[src/rtl/pixel_mem_port_arbiter.sv]
// pixel_mem_port_arbiter
// Shares port A of the dual-port pixel memory between the pixel loader
// (requester 1) and the filter engine (requester 2). It issues one access per
// cycle with round-robin arbitration and routes read data back with a per-owner
// valid strobe that arrives RD_LAT cycles after the grant.
//
// Optional feature macro: PIXEL_ARB_LOCK_EN adds lock_1/lock_2. A requester
// granted with its lock asserted keeps absolute priority for as long as it
// holds both req and lock. This allows uninterrupted bursts.
//
// Ports:
//   clk, n_rst               clock, async active-low reset
//   lock_1, lock_2           burst lock (PIXEL_ARB_LOCK_EN only)
//   req_x, wen_x             request and write enable, requester x
//   addr_x, wdata_x          request address and write data, requester x
//   gnt_x                    access accepted this cycle (combinational)
//   rvalid_x, rdata          returned read data and its owner strobe
//   mem_addr_1, mem_addr_2   port-A address inputs of the memory wrapper
//   mem_select               port-A address select (0: addr 1, 1: addr 2)
//   mem_wdata, mem_wren      port-A write data and write enable
//   mem_q                    port-A read data
//   busy                     at least one read is in flight
module pixel_mem_port_arbiter #(
    parameter int unsigned RD_LAT = 2,
    parameter int unsigned AW     = 10,
    parameter int unsigned DW     = 16
) (
    input  logic          clk,
    input  logic          n_rst,
`ifdef PIXEL_ARB_LOCK_EN
    input  logic          lock_1,
    input  logic          lock_2,
`endif
    input  logic          req_1,
    input  logic          req_2,
    input  logic          wen_1,
    input  logic          wen_2,
    input  logic [AW-1:0] addr_1,
    input  logic [AW-1:0] addr_2,
    input  logic [DW-1:0] wdata_1,
    input  logic [DW-1:0] wdata_2,
    output logic          gnt_1,
    output logic          gnt_2,
    output logic          rvalid_1,
    output logic          rvalid_2,
    output logic [DW-1:0] rdata,
    output logic [AW-1:0] mem_addr_1,
    output logic [AW-1:0] mem_addr_2,
    output logic          mem_select,
    output logic [DW-1:0] mem_wdata,
    output logic          mem_wren,
    input  logic [DW-1:0] mem_q,
    output logic          busy
);

    logic              last_q;   // 0: requester 1 granted last, 1: requester 2
    logic              sel_q;    // select held through idle cycles
    logic [RD_LAT-1:0] tag_v_q;  // read-tag valid pipeline
    logic [RD_LAT-1:0] tag_o_q;  // read-tag owner pipeline (1 = requester 2)
    logic              hold_1_c;
    logic              hold_2_c;
    logic              rd_push_c;

`ifdef PIXEL_ARB_LOCK_EN
    logic lock_q;
    logic lock_id_q;

    // Lock is live only while its holder keeps both req and lock asserted
    always_comb begin
        hold_1_c = 1'b0;
        hold_2_c = 1'b0;
        if (lock_q) begin
            hold_1_c = !lock_id_q && req_1 && lock_1;
            hold_2_c =  lock_id_q && req_2 && lock_2;
        end
    end

    // Lock state: armed by a grant taken with lock asserted
    always_ff @(posedge clk or negedge n_rst) begin
        if (!n_rst) begin
            lock_q    <= 1'b0;
            lock_id_q <= 1'b0;
        end else begin
            lock_q    <= (gnt_1 && lock_1) || (gnt_2 && lock_2);
            lock_id_q <= gnt_2;
        end
    end
`else
    assign hold_1_c = 1'b0;
    assign hold_2_c = 1'b0;
`endif

    // Grant: lock holder first, otherwise the requester that was not last
    always_comb begin
        gnt_1 = 1'b0;
        gnt_2 = 1'b0;
        if (req_1 && req_2) begin
            if (hold_1_c)      gnt_1 = 1'b1;
            else if (hold_2_c) gnt_2 = 1'b1;
            else if (last_q)   gnt_1 = 1'b1;
            else               gnt_2 = 1'b1;
        end else begin
            gnt_1 = req_1;
            gnt_2 = req_2;
        end
        if (!n_rst) begin
            gnt_1 = 1'b0;
            gnt_2 = 1'b0;
        end
    end

    // Memory port-A steering for the granted access
    always_comb begin
        mem_select = sel_q;
        mem_wren   = 1'b0;
        mem_wdata  = wdata_1;
        rd_push_c  = 1'b0;
        if (gnt_1) begin
            mem_select = 1'b0;
            mem_wren   = wen_1;
            rd_push_c  = !wen_1;
        end else if (gnt_2) begin
            mem_select = 1'b1;
            mem_wren   = wen_2;
            mem_wdata  = wdata_2;
            rd_push_c  = !wen_2;
        end
    end

    assign mem_addr_1 = addr_1;
    assign mem_addr_2 = addr_2;

    // Arbitration history and held select
    always_ff @(posedge clk or negedge n_rst) begin
        if (!n_rst) begin
            last_q <= 1'b1;
            sel_q  <= 1'b0;
        end else begin
            sel_q <= mem_select;
            if ((gnt_1 || gnt_2) && !(hold_1_c || hold_2_c)) begin
                last_q <= gnt_2;
            end
        end
    end

    // Read-tag pipeline; stage RD_LAT-1 lines up with mem_q
    always_ff @(posedge clk or negedge n_rst) begin
        if (!n_rst) begin
            tag_v_q <= '0;
            tag_o_q <= '0;
        end else begin
            tag_v_q[0] <= rd_push_c;
            tag_o_q[0] <= gnt_2;
            for (int unsigned i = 1; i < RD_LAT; i++) begin
                tag_v_q[i] <= tag_v_q[i-1];
                tag_o_q[i] <= tag_o_q[i-1];
            end
        end
    end

    assign rvalid_1 = n_rst && tag_v_q[RD_LAT-1] && !tag_o_q[RD_LAT-1];
    assign rvalid_2 = n_rst && tag_v_q[RD_LAT-1] &&  tag_o_q[RD_LAT-1];
    assign rdata    = mem_q;
    assign busy     = |tag_v_q;

endmodule

[config.mk]
export PLATFORM = sky130hd
export DESIGN_NAME = pixel_mem_port_arbiter
export DESIGN_NICKNAME = d
export VERILOG_FILES = /design/src/rtl/pixel_mem_port_arbiter.sv
export SDC_FILE = /design/constraint.sdc
export NUM_CORES = 1
export LEC_CHECK = 0
export ABC_AREA = 1
export ABC_CLOCK_PERIOD_IN_PS = 1300
export CORE_MARGIN = 10
export CORE_UTILIZATION = 21
export CTS_CLUSTER_DIAMETER = 50
export DETAILED_ROUTE_END_ITERATION = 12
export PLACE_DENSITY_LB_ADDON = 0.05
export SLEW_MARGIN = 40
export SYNTH_ARGS = -nofsm -noshare
export SYNTH_HDL_FRONTEND = slang
export SYNTH_SLANG_ARGS = --single-unit
[constraint.sdc]
create_clock -name clk -period 1.3 [get_ports clk]
set_input_delay 0.195 -clock clk [delete_from_list [all_inputs] [get_ports clk]]
set_output_delay 0.195 -clock clk [all_outputs]
set_load 0.005 [all_outputs]
* Word level (Yosys, flattened, before mapping)
Cells that the tools add are included.
** Storage, ports and cells
- Output and inout bits :: 59
- Bits of input ports :: 74
- Flip-flop bits (word level) :: 6
- Word-level logic and storage cells :: 27
** Operators by class
- Mux-type cells :: 14
- Reduce and logical (&&, ||, !) cells :: 9
** Operators by type and width (number)
- $mux W16 :: 2
- $mux W1 :: 12
- $logic_and A1 B1 Y1 :: 4
- $logic_not A1 Y1 :: 3
- $reduce_or A2 Y1 :: 1
- $logic_or A1 B1 Y1 :: 1

* Depth between registers and ports, before layout
- Word-level depth :: 5
- Mapped depth :: 6
- Depth with buffers taken out :: 5

* Worst setup path after synthesis
No wires, ideal clock.
- Kind :: reg2out
- Start :: register last_q
- End :: output port mem_wdata[10]
- Data arrival time :: 1038 ps
- Slack :: 67 ps
- Cell stages (with the launch flop) :: 6
- Path buffers :: 1
- Required time :: 1105 ps
- Path through :: dfstp_2 -> nand2_1 -> nand3_2 -> buf_2 -> nand2_1 -> nand2_1
** Between the ends
- Word-level cells in the longest chain between the ends :: 5
- Elaborated cells between the ends (all ways) :: 8
- Classes of those cells :: 8 x mux
** RTL lines
- start, declared :: RTL line 56 : logic last_q;
- start signal, assigned :: RTL line 141 : last_q <= gnt_2;
- $mux W1 :: RTL line 100 : else if (last_q) gnt_1 = 1'b1;
- $mux W1 :: RTL line 97 : if (req_1 && req_2) begin
- $mux W1 :: RTL line 106 : if (!n_rst) begin
- $mux W16 :: RTL line 122 : end else if (gnt_2) begin
- $mux W16 * :: RTL line 118 : if (gnt_1) begin
- end, declared :: RTL line 50 : output logic [DW-1:0] mem_wdata,
Mark *: on every way between the ends. The rest lies on a longest branch, timed or not.

* Worst setup path after layout
- Start :: register last_q
- End :: output port mem_wdata[4]
The elaborated chain is that of the path after synthesis.

==> results by stage <==
Finish:
- The most common cell after layout, fill and taps aside is nand2_1.
- The final cell count without fillers is 209.
- The final cell area excluding filler cells is 1390 sq um.
- At the end of the flow, the number of nets in the layout was 236.
- The area growth from synthesis to layout is 78.7%.
- The post-route netlist has 44.7% of its cells at a drive strength greater than 1.
- Counting the fill cells in the layout gives 401.
- The number of inserted diodes is 0.
- The final core utilization is 38.5%.
- The top cell types in the final layout, fill and taps aside, are 37 x nand2_1, 34 x clkdlybuf4s50_1, 22 x nand2_2.

Floorplanning:
- The initial cell density of the core is 21.5%.
- The die is 80.8 um wide.
- In this run the vertical extent of the chip is 80.8 um.
- The core region is 3610 sq um.
- 133 I/O pins were placed.
- The die area is 6530 sq um.
- The number of standard-cell rows in the floorplan is 22.

Setup path:
- The slowest library cell on the worst path is dfstp_2.
- The capturing element type of the critical path is a primary output.
- STA classifies the critical path startpoint as a flip-flop.
- The critical path required time is 1.11 ns.
- The worst-path maximum fanout is 7.
- The critical path is of the flip-flop to primary output type.
- Counting stages on the worst path, the most repeated cell is nand2_1.
- The cell family contributing the most delay on the critical path is flip-flops.
- For flop-to-flop paths, the worst setup slack is 0.19 ns.
- The critical path goes through nand2_4 > nand3_4 > buf_6 > buf_12 > nand2_1 > nand2_1 > buf_2.
- The data arrival time of the critical path is 1.39 ns.
- The largest stage delay on the critical path is 0.55 ns.
- The critical path contains buffers and inverters numbering 3 combined.

Power and ir drop:
- In this run the static leakage power is 0.713 nW.
- The areal power density over the cells is 689 nW/um^2.
- VDD sags by at most 255 uV.
- The total power of the final layout is 957 uW.

Global route:
- For this run the aggregate overflow at the end of global routing stands at 0.
- The initial antenna violation count is 0.
- The global routing usage summed across all routing layers is 8.57%.
- The first-pass GRT wire length is 4370 um.
- The via count of the first global-routing pass is 874.
- Entering global routing, the biggest net connects 11 pins.

Clock network:
- The clock-pin slew reported for the worst setup and hold paths after clock tree synthesis is 0.04 ns.
- The later-pin clock latency in the skew report is 0.22 ns.
- CTS built an H-tree with a depth of 1.
- The tree built by TritonCTS fans out to 6 sinks.
- The maximum buffer depth of the clock tree is 2.
- The clock root buffer is clkbuf_8.
- Buffers inserted during clock tree synthesis total 3.
- TritonCTS built the clock tree.

Route:
- The number of DRC markers in iteration 0 is 21.
- The routed wire length is 2890 um.
- For this block, the via count after detailed routing is 831.
- The remaining design rule violation count is 0.
- The first detailed-routing pass ran for 4 iterations.
- Using the TritonRoute via totals, the vias-per-cell ratio works out to 3.98.
- The per-cell routed wire length is 13.8 um.
- The count of nets left with antenna violations after detail routing is 0.

Placed design:
- The count of input and output buffers is 60.
- The placer's final routability congestion estimate is 0.671.
- The number of placed cells counting well taps is 196.
- The detailed placement HPWL is 2270 um.
- The worst slack after detailed placement is -0.691 ns.
- The cell area after placement is 1250 sq um.

STA:
- In the post-route analysis, the smallest setup slack over all paths is -0.283 ns.
- Setup repair after global routing could not meet its margin everywhere.
- Static timing analysis puts the maximum clock frequency at 632 MHz.
- The number of pins with negative max-slew slack in the final report is 0.
- The transition time at the pin with the least slew margin is 0.191 ns.
- Across all hold checks on the routed design, the worst slack comes to 0.00424 ns.
- The worst max-slew margin expressed relative to the limit is 87.2%.
- The final hold violation count is 0.
- The number of setup violations in the final report is 20.
- The final cycle utilization of the critical path is 122%.
- On the final layout, the worst clock skew is 0.00438 ns.
- After routing, the total negative slack on setup checks comes to -4.69 ns.
- The minimum period implied by the final worst setup slack is 1.58 ns.

Synthesis:
- The Yosys step of the flow raised 0 warnings.
- The average instance in the mapped netlist occupies 6.64 sq um.
- The total nets after synthesis is 191.
- The sequential-to-total area share from yosys stat is 19.5%.
- After synthesis, the netlist uses 15 different library cells.
- Synthesis handed over a netlist of 117 instances.
- The netlist area before placement is 777 sq um.
- Synthesis inferred 6 register bits.

Status:
- The flow ran to the end, but the final reports show violations.
- The checks that failed: setup timing.

Worst hold path:
- The path class of the tightest hold or removal check is primary input to async pin.

Run:
- The number of maximum-capacitance constraint violations is 0.
==> layout make-up <==
type	count	area, sq um	share of cell area [%]
multi-input combinational	67	364	26.2
sequential	6	151	10.9
inverter	6	25.0	1.80
clock buffer	4	45.0	3.24
timing repair buffer	78	743	53.5
tap	48	60.1	4.32
==> path summary, 6_finish.rpt <==
path,startpoint,to,depth (start not counted)
max in group asynchronous,n_rst,last_q,2
setup reg to reg,last_q,tag_v_q[0],6
hold / removal,n_rst,tag_v_q[1],2
setup / recovery,last_q,mem_wdata[4],7
min in group clk,tag_o_q[0],tag_o_q[1],0
hold reg to reg,tag_o_q[0],tag_o_q[1],0
==> flip-flops by register name, indices dropped and copies added (netlist names) <==
name     cells
tag_v_q      2
last_q       1
sel_q        1
tag_o_q      2
==> what timing repair did <==
action | CTS | global route
setup buffers | 6 | 2
gates cloned | 2 | 1
hold buffers | 0 | 0
setup endpoints to repair | 23 | 20
resized for setup | 105 | 9
pin swaps | 9 | 9
==> per-layer routing <==
layer  GRT usage [%]  wire length (um)  up-vias
li1                -                 -      400
met1            8.39               961      378
met2            15.5              1580       33
met3            3.20               251       20
met4            4.33                97        0
met5               0                 0        -
==> kinds of logic after synthesis <==
family / synth area share, %
buf+inv: 40.9
flops: 19.5
simple gates: 37.8
compound gates: 1.77
==> report_power, final <==
part	internal (mW)	switching, mW
registers	0.210	0.0112
logic	0.272	0.173
clock network	0.211	0.0799
total	0.693	0.264
==> Yosys cell counts <==
| cell type | n | area share (%) |
|---|---|---|
| a21oi_1 | 1 | 0.64 |
| a21oi_2 | 1 | 1.1 |
| buf_12 | 1 | 2.6 |
| buf_2 | 1 | 0.64 |
| buf_4 | 36 | 35 |
| dfrtp_1 | 5 | 16 |
| dfstp_2 | 1 | 3.4 |
| inv_1 | 5 | 2.4 |
| inv_2 | 1 | 0.48 |
| nand2_1 | 50 | 24 |
| nand2_2 | 10 | 8.1 |
| nand3_2 | 1 | 1.3 |
| nor2_1 | 2 | 0.97 |
| nor2_8 | 1 | 2.6 |
| or2_2 | 1 | 0.81 |
Power figures use the tool's default switching activity.
